### config.mk
export PLATFORM = sky130hd
export DESIGN_NAME = booth_seq_ctrl_flat
export DESIGN_NICKNAME = d
export VERILOG_FILES = /design/src/rtl/booth_seq_ctrl_if.sv /design/src/rtl/booth_seq_ctrl.sv /design/src/flat_wrapper.sv
export SDC_FILE = /design/constraint.sdc
export NUM_CORES = 1
export LEC_CHECK = 0
export CAP_MARGIN = 20
export CORE_UTILIZATION = 35
export DETAILED_ROUTE_END_ITERATION = 16
export PLACE_DENSITY = 0.61
export SLEW_MARGIN = 25
export SYNTH_ARGS = -nofsm -noshare
export SYNTH_HDL_FRONTEND = slang
export SYNTH_SLANG_ARGS = --single-unit
### constraint.sdc
create_clock -name clk -period 5.95 [get_ports clk]
set_input_delay 0.595 -clock clk [delete_from_list [all_inputs] [get_ports clk]]
set_output_delay 0.595 -clock clk [all_outputs]
set_load 0.02 [all_outputs]
### src/rtl/booth_seq_ctrl_if.sv
// booth_seq_ctrl_if
//   Request/response bundle between the ALU issue logic (master) and the
//   sequential Booth multiplier (slave).
//   start        : request, sampled only while the multiplier is idle
//   flush        : synchronous pipeline cancel
//   multiplier   : signed operand, scanned LSB-first
//   multiplicand : signed operand, added/subtracted each step
//   busy         : high while an operation is running
//   done         : one-cycle pulse when product is valid
//   product      : signed 2*WIDTH result, held until the next completion
interface booth_seq_ctrl_if #(
  parameter int unsigned WIDTH = 32
);
  logic                 start;
  logic                 flush;
  logic [WIDTH-1:0]     multiplier;
  logic [WIDTH-1:0]     multiplicand;
  logic                 busy;
  logic                 done;
  logic [2*WIDTH-1:0]   product;

  modport master (
    output start, flush, multiplier, multiplicand,
    input  busy, done, product
  );

  modport slave (
    input  start, flush, multiplier, multiplicand,
    output busy, done, product
  );
endinterface

### src/rtl/booth_seq_ctrl.sv
// booth_seq_ctrl
//   Sequential radix-2 Booth multiply controller. One add/subtract-and-shift
//   step per clock; full signed 2*WIDTH product returned with a done pulse.
//   Ports:
//     clk   : rising-edge clock
//     rst_n : asynchronous active-low reset
//     bus   : booth_seq_ctrl_if.slave (start, flush, operands, busy, done,
//             product)
//   Optional feature: define BOOTH_EARLY_TERM_EN to finish as soon as the
//   remaining multiplier bits can no longer cause an add/subtract
//   (variable latency 1..WIDTH, identical results).
module booth_seq_ctrl #(
  parameter int unsigned WIDTH = 32
) (
  input  logic             clk,
  input  logic             rst_n,
  booth_seq_ctrl_if.slave  bus
);

  localparam int unsigned CW = $clog2(WIDTH) + 1;
  localparam int unsigned PW = 2 * WIDTH;
  localparam int unsigned SW = PW + 2;

  typedef enum logic {
    IDLE = 1'b0,
    RUN  = 1'b1
  } state_e;

  state_e           state_q, state_d;
  logic [WIDTH:0]   a_q, a_d;
  logic [WIDTH:0]   m_q, m_d;
  logic [WIDTH-1:0] q_q, q_d;
  logic             q1_q, q1_d;
  logic [CW-1:0]    cnt_q, cnt_d;
  logic             done_q, done_d;
  logic [PW-1:0]    product_q, product_d;

  logic [WIDTH:0]     a_step;
  logic signed [SW-1:0] step_cat;
  logic signed [SW-1:0] step_res;
  logic               last_step;

`ifdef BOOTH_EARLY_TERM_EN
  logic [WIDTH:0]     win_mask;
  logic               early_hit;
  logic [CW-1:0]      shamt;
  logic signed [PW:0] aq_cat;
  logic signed [PW:0] aq_shr;
`endif

  // One Booth step: add/subtract on {Q[0],q_1}, then arithmetic shift of
  // {A,Q,q_1}. A is one bit wider than the operands so -2^(WIDTH-1)
  // multiplicands cannot overflow.
  always_comb begin
    case ({q_q[0], q1_q})
      2'b10:   a_step = a_q - m_q;
      2'b01:   a_step = a_q + m_q;
      default: a_step = a_q;
    endcase
    step_cat  = {a_step, q_q, q1_q};
    step_res  = step_cat >>> 1;
    last_step = (cnt_q == CW'(WIDTH - 1));
  end

`ifdef BOOTH_EARLY_TERM_EN
  // Unconsumed multiplier bits sit in Q[WIDTH-1-cnt:0]; together with q_1
  // they form bits [WIDTH-cnt:0] of {Q,q_1}. If they all match, every
  // remaining step is a pure shift, so collapse them into one shift.
  always_comb begin
    win_mask  = {(WIDTH+1){1'b1}} >> cnt_q;
    early_hit = ((({q_q, q1_q}) ^ {(WIDTH+1){q1_q}}) & win_mask) == '0;
    shamt     = CW'(WIDTH) - cnt_q;
    aq_cat    = {a_q, q_q};
    aq_shr    = aq_cat >>> shamt;
  end
`endif

  always_comb begin
    state_d   = state_q;
    a_d       = a_q;
    m_d       = m_q;
    q_d       = q_q;
    q1_d      = q1_q;
    cnt_d     = cnt_q;
    done_d    = 1'b0;
    product_d = product_q;

    case (state_q)
      IDLE: begin
        if (bus.start && !bus.flush) begin
          a_d     = '0;
          q_d     = bus.multiplier;
          q1_d    = 1'b0;
          m_d     = {bus.multiplicand[WIDTH-1], bus.multiplicand};
          cnt_d   = '0;
          state_d = RUN;
        end
      end
      RUN: begin
        if (bus.flush) begin
          state_d = IDLE;
        end else begin
          a_d   = step_res[SW-1:WIDTH+1];
          q_d   = step_res[WIDTH:1];
          q1_d  = step_res[0];
          cnt_d = cnt_q + 1'b1;
`ifdef BOOTH_EARLY_TERM_EN
          if (early_hit) begin
            product_d = PW'(aq_shr);
            done_d    = 1'b1;
            state_d   = IDLE;
          end else if (last_step) begin
            product_d = step_res[PW:1];
            done_d    = 1'b1;
            state_d   = IDLE;
          end
`else
          if (last_step) begin
            product_d = step_res[PW:1];
            done_d    = 1'b1;
            state_d   = IDLE;
          end
`endif
        end
      end
      default: state_d = IDLE;
    endcase
  end

  always_ff @(posedge clk or negedge rst_n) begin
    if (!rst_n) begin
      state_q   <= IDLE;
      a_q       <= '0;
      m_q       <= '0;
      q_q       <= '0;
      q1_q      <= 1'b0;
      cnt_q     <= '0;
      done_q    <= 1'b0;
      product_q <= '0;
    end else begin
      state_q   <= state_d;
      a_q       <= a_d;
      m_q       <= m_d;
      q_q       <= q_d;
      q1_q      <= q1_d;
      cnt_q     <= cnt_d;
      done_q    <= done_d;
      product_q <= product_d;
    end
  end

  assign bus.busy    = (state_q == RUN);
  assign bus.done    = done_q;
  assign bus.product = product_q;

endmodule
### src/flat_wrapper.sv
// flat-port wrapper written by rule: the top's interface ports become plain ports
module booth_seq_ctrl_flat 
#(
  parameter int unsigned WIDTH = 32
)
  (clk, rst_n, bus_start, bus_flush, bus_multiplier, bus_multiplicand, bus_busy, bus_done, bus_product);
  booth_seq_ctrl_if #(.WIDTH(WIDTH)) bus_i ();
  input  logic clk;
  input  logic rst_n;
  input wire logic [$bits(bus_i.start)-1:0] bus_start;
  input wire logic [$bits(bus_i.flush)-1:0] bus_flush;
  input wire logic [$bits(bus_i.multiplier)-1:0] bus_multiplier;
  input wire logic [$bits(bus_i.multiplicand)-1:0] bus_multiplicand;
  output wire logic [$bits(bus_i.busy)-1:0] bus_busy;
  output wire logic [$bits(bus_i.done)-1:0] bus_done;
  output wire logic [$bits(bus_i.product)-1:0] bus_product;
  assign bus_i.start = bus_start;
  assign bus_i.flush = bus_flush;
  assign bus_i.multiplier = bus_multiplier;
  assign bus_i.multiplicand = bus_multiplicand;
  assign bus_busy = bus_i.busy;
  assign bus_done = bus_i.done;
  assign bus_product = bus_i.product;
  booth_seq_ctrl #(.WIDTH(WIDTH)) u_core (.clk(clk), .rst_n(rst_n), .bus(bus_i));
endmodule
==> key figures <==
Yosys
  • Yosys reg bits: 169
  • Synth top area share: 46.0%
  • Async set-reset flop share out of synthesis: 100%
  • Ys flop type: dfrtp_1
  • Number of flops mapped to enable cells by yosys: 0
  • Syn Nets: about 1100
  • Mapped Area: 0.00919 sq mm
  • Leading area contributor after synthesis: dfrtp_1
  • Gate Count Post-Synth: roughly 990
  • Yosys warns: 0
  • Avg Inst Size Synth: 9.33 sq um
  • Register area share after synthesis: 46.0%
  • Yosys cell types: 55
  • Synth area leaders: dfrtp_1 46%, nand2_1 9.1%, o21ai_0 5.0%, mux2i_1 4.8%, ha_1 4.8%

Critical path
  • Critical path fanouts, max: 5
  • CP Launch Type: flop
  • Crit-path most repeated cell: and2_1
  • Worst path slowest cell: or4_1
  • Critical Path Sink Type: flop
  • Worst R2R Start: u_core.m_q[5]$_DFFE_PN0P_
  • Crit-path cells: or4_1, or3_4, nor3_1, and2_1, nor2_1, xor2_1, ha_1, and2_1, a22oi_1, o21a_1, a31oi_1, a21bo_2, a211oi_1, o21ba_2, o31ai_1, mux2_2
  • Worst setup path startpoint: u_core.m_q[5]$_DFFE_PN0P_
  • Reg2reg path depth: 16
  • CP arrival: 5.08 ns
  • Critical path class: reg -> reg
  • CP Data Required Time: 6.26 ns
  • CP max stage delay: roughly 0.55 ns

Power
  • Clock share of power: 26.5%
  • Sequential share of power: 34.4%
  • Peak supply drop: 0.168 mV
  • Switching pwr: 1.65 mW
  • Power Density: 375 mW/mm^2
  • Internal power: 2.64 mW
  • Leakage: ~5.2 nW
  • Switching Share: 38.5%
  • Final Power: roughly 4.3 mW
  • Logic pwr share: 39.1%

Drt
  • WL/cell: 16.2 um
  • Initial DRC count: 439
  • Final ANT Viol Nets: 0
  • DRC errors left: 0
  • Avg Vias per Cell: between 5 and 6
  • Vias: 7347
  • Pre-antenna DRT Iters: 4
  • Drt total wl: between 20000 and 25000 um

Floorplan
  • Core ar.: 0.0255 sq mm
  • DIE AREA: 0.0269 sq mm
  • I/O pin total: ~130
  • Die span in y: 164 um
  • Die W: approximately 160 um
  • # rows: 58
  • Starting Density: 36.1%

Placement
  • HPWL Detailed: about 16000 um
  • Placed cell area: 0.0108 sq mm
  • Post-Place Cells: 1405
  • Dpl ws: 1.28 ns
  • I/O Buffers: 133
  • Final Wtd Congestion: 0.886

CTS
  • Post-CTS setup buffers: 0
  • Resize count post-CTS: 0
  • Worst-path clk slew: around 0.070 ns
  • Post-CTS Hold Fix Bufs: 0
  • Max Root-Sink Buffers: 2
  • H-tree Lvls: 4
  • Clock root buffer: clkbuf_16
  • CTS sink cnt: 169
  • Worst-Skew Late Latency: about 0.43 ns
  • CTS tree: yes
  • CTS Buf Count: 17

Global route
  • Largest net degree at the start of global routing: 76
  • Global-route wire length before repair: 38400 um
  • Initial antenna violation count: 0
  • Total Routing Usage GR: between 10% and 20%
  • GRT overflow: 0
  • Vias in the first global route: between 7000 and 8000

STA
  • Final Hold Viols: 0
  • TNS Setup: 0 ns
  • Worst-Margin Slew: 0.924 ns
  • Max Fclk: 210 MHz
  • Crit share post-route: 80.2%
  • Slew Limit Fails: 0
  • WHS: 0.0875 ns
  • Setup violators final: 0
  • Fin worst setup slack: 1.18 ns
  • RSZ-0062 raised after global routing: false
  • Tmin final: ~4.8 ns
  • Max Clock Skew: 0.0129 ns
  • Relative slew slack: 38.3%

Min path
  • Hold WC Path Type: in -> async

Layout
  • Fin area: 0.0114 sq mm
  • Commonest non-fill, non-tap cell in the layout: nand2_1
  • Final non-filler cell total: 1437
  • Antenna cell count: 0
  • Fin nets: 1198
  • Area Growth Syn to Fin: 24.5%
  • Layout cells sized above 1: approximately 8.6%
  • Final cell utilization of the core: 44.9%
  • Commonest cells after routing, fill and taps aside: 221 x nand2_1, 168 x dfrtp_1, 132 x clkdlybuf4s50_1, 92 x o21ai_0, 55 x a21oi_1

Flow run
  • Max-capacitance violation count: 0

Run status
  • Status: finished, final reports clean
power by group through the flow:
stage	Combinational, mW	Clock, mW	Sequential [mW]
2_1_floorplan	1.28	0	1.45
3_5_place_dp	1.67	0	1.50
6_report	1.68	1.14	1.48
3_3_place_gp	1.66	0	1.50
5_1_grt	1.89	1.22	1.51
4_1_cts	1.68	1.17	1.48
worst max-delay path, delay by kind of cell (launching register included):
kind | cells | cell delay (ns)
AND/OR/NAND/NOR | 6 | 1.93
AO/OA/AOI/OAI | 7 | 1.53
flip-flops | 1 | 0.41
adder cells (fa/ha/maj) | 1 | 0.34
multiplexers | 1 | 0.29
XOR/XNOR | 1 | 0.17
Yosys cell counts (all sizes together) (3+ instances only):
cell type  count
ha            35
mux2          32
o31ai          4
mux2i         44
nor3          13
nand2b         7
nand3          9
inv           14
or4            3
and3           7
a31oi         10
clkbuf        45
o21a           4
a22o          17
xnor2         22
nor3b          6
a21o          18
dfrtp        169
a211oi         4
nand2        222
buf            7
and2           4
o21ai         96
a31o           3
a21oi         56
nor2b          5
o21bai         5
nor4           5
nor2          48
xor2          37
nand4          6
a211o          3
logic make-up after synthesis:
| family | after synthesis | synth area share (%) |
|---|---|---|
| AOI/OAI and AO/OA | 237 | 15.8 |
| xor gates and xnor gates | 59 | 5.62 |
| adders and majority gates | 36 | 4.98 |
| buffers and inverters | 66 | 2.70 |
| DFF | 169 | 46.0 |
| muxes | 76 | 8.71 |
| and+or+nand+nor | 342 | 16.2 |
flip-flops by register name (all words and copies together), names as in the netlist:
signal              flops
u_core.bus.product     64
u_core.a_q             32
u_core.m_q             32
u_core.q_q             32
u_core.cnt_q            6
u_core.bus.busy         1
u_core.bus.done         1
u_core.q1_q             1
final timing paths:
| check | endpoint | slack, ns |
|---|---|---|
| setup reg to reg | u_core.bus.product[55]$_DFFE_PN0P_ | 1.18 |
| max in group asynchronous | u_core.bus.busy$_DFF_PN0_ | 4.76 |
| min in group clk | u_core.bus.product[37]$_DFFE_PN0P_ | 0.47 |
| hold reg to reg | u_core.bus.product[37]$_DFFE_PN0P_ | 0.47 |
| setup / recovery | u_core.bus.product[55]$_DFFE_PN0P_ | 1.18 |
| hold / removal | u_core.m_q[23]$_DFFE_PN0P_ | 0.09 |
layout make-up:
type / count / area [sq um]
fillers: 2481 / 14000
multi-input cells: 750 / 4740
flip-flops and latches: 169 / 4230
repair buffers: 142 / 1400
clock buffers: 17 / 425
well taps: 330 / 413
clock inverters: 15 / 175
inverters: 14 / 52.6
layer usage:
metal | vias up | track usage, % | routed length, um
met5 | - | 0 | 0
met4 | 0 | 5.43 | 382
met3 | 19 | 2.73 | 697
met2 | 111 | 30.4 | 11300
met1 | 3568 | 24.1 | 10900
li1 | 3649 | - | -
Note: power is estimated with default switching activity, not from simulation.
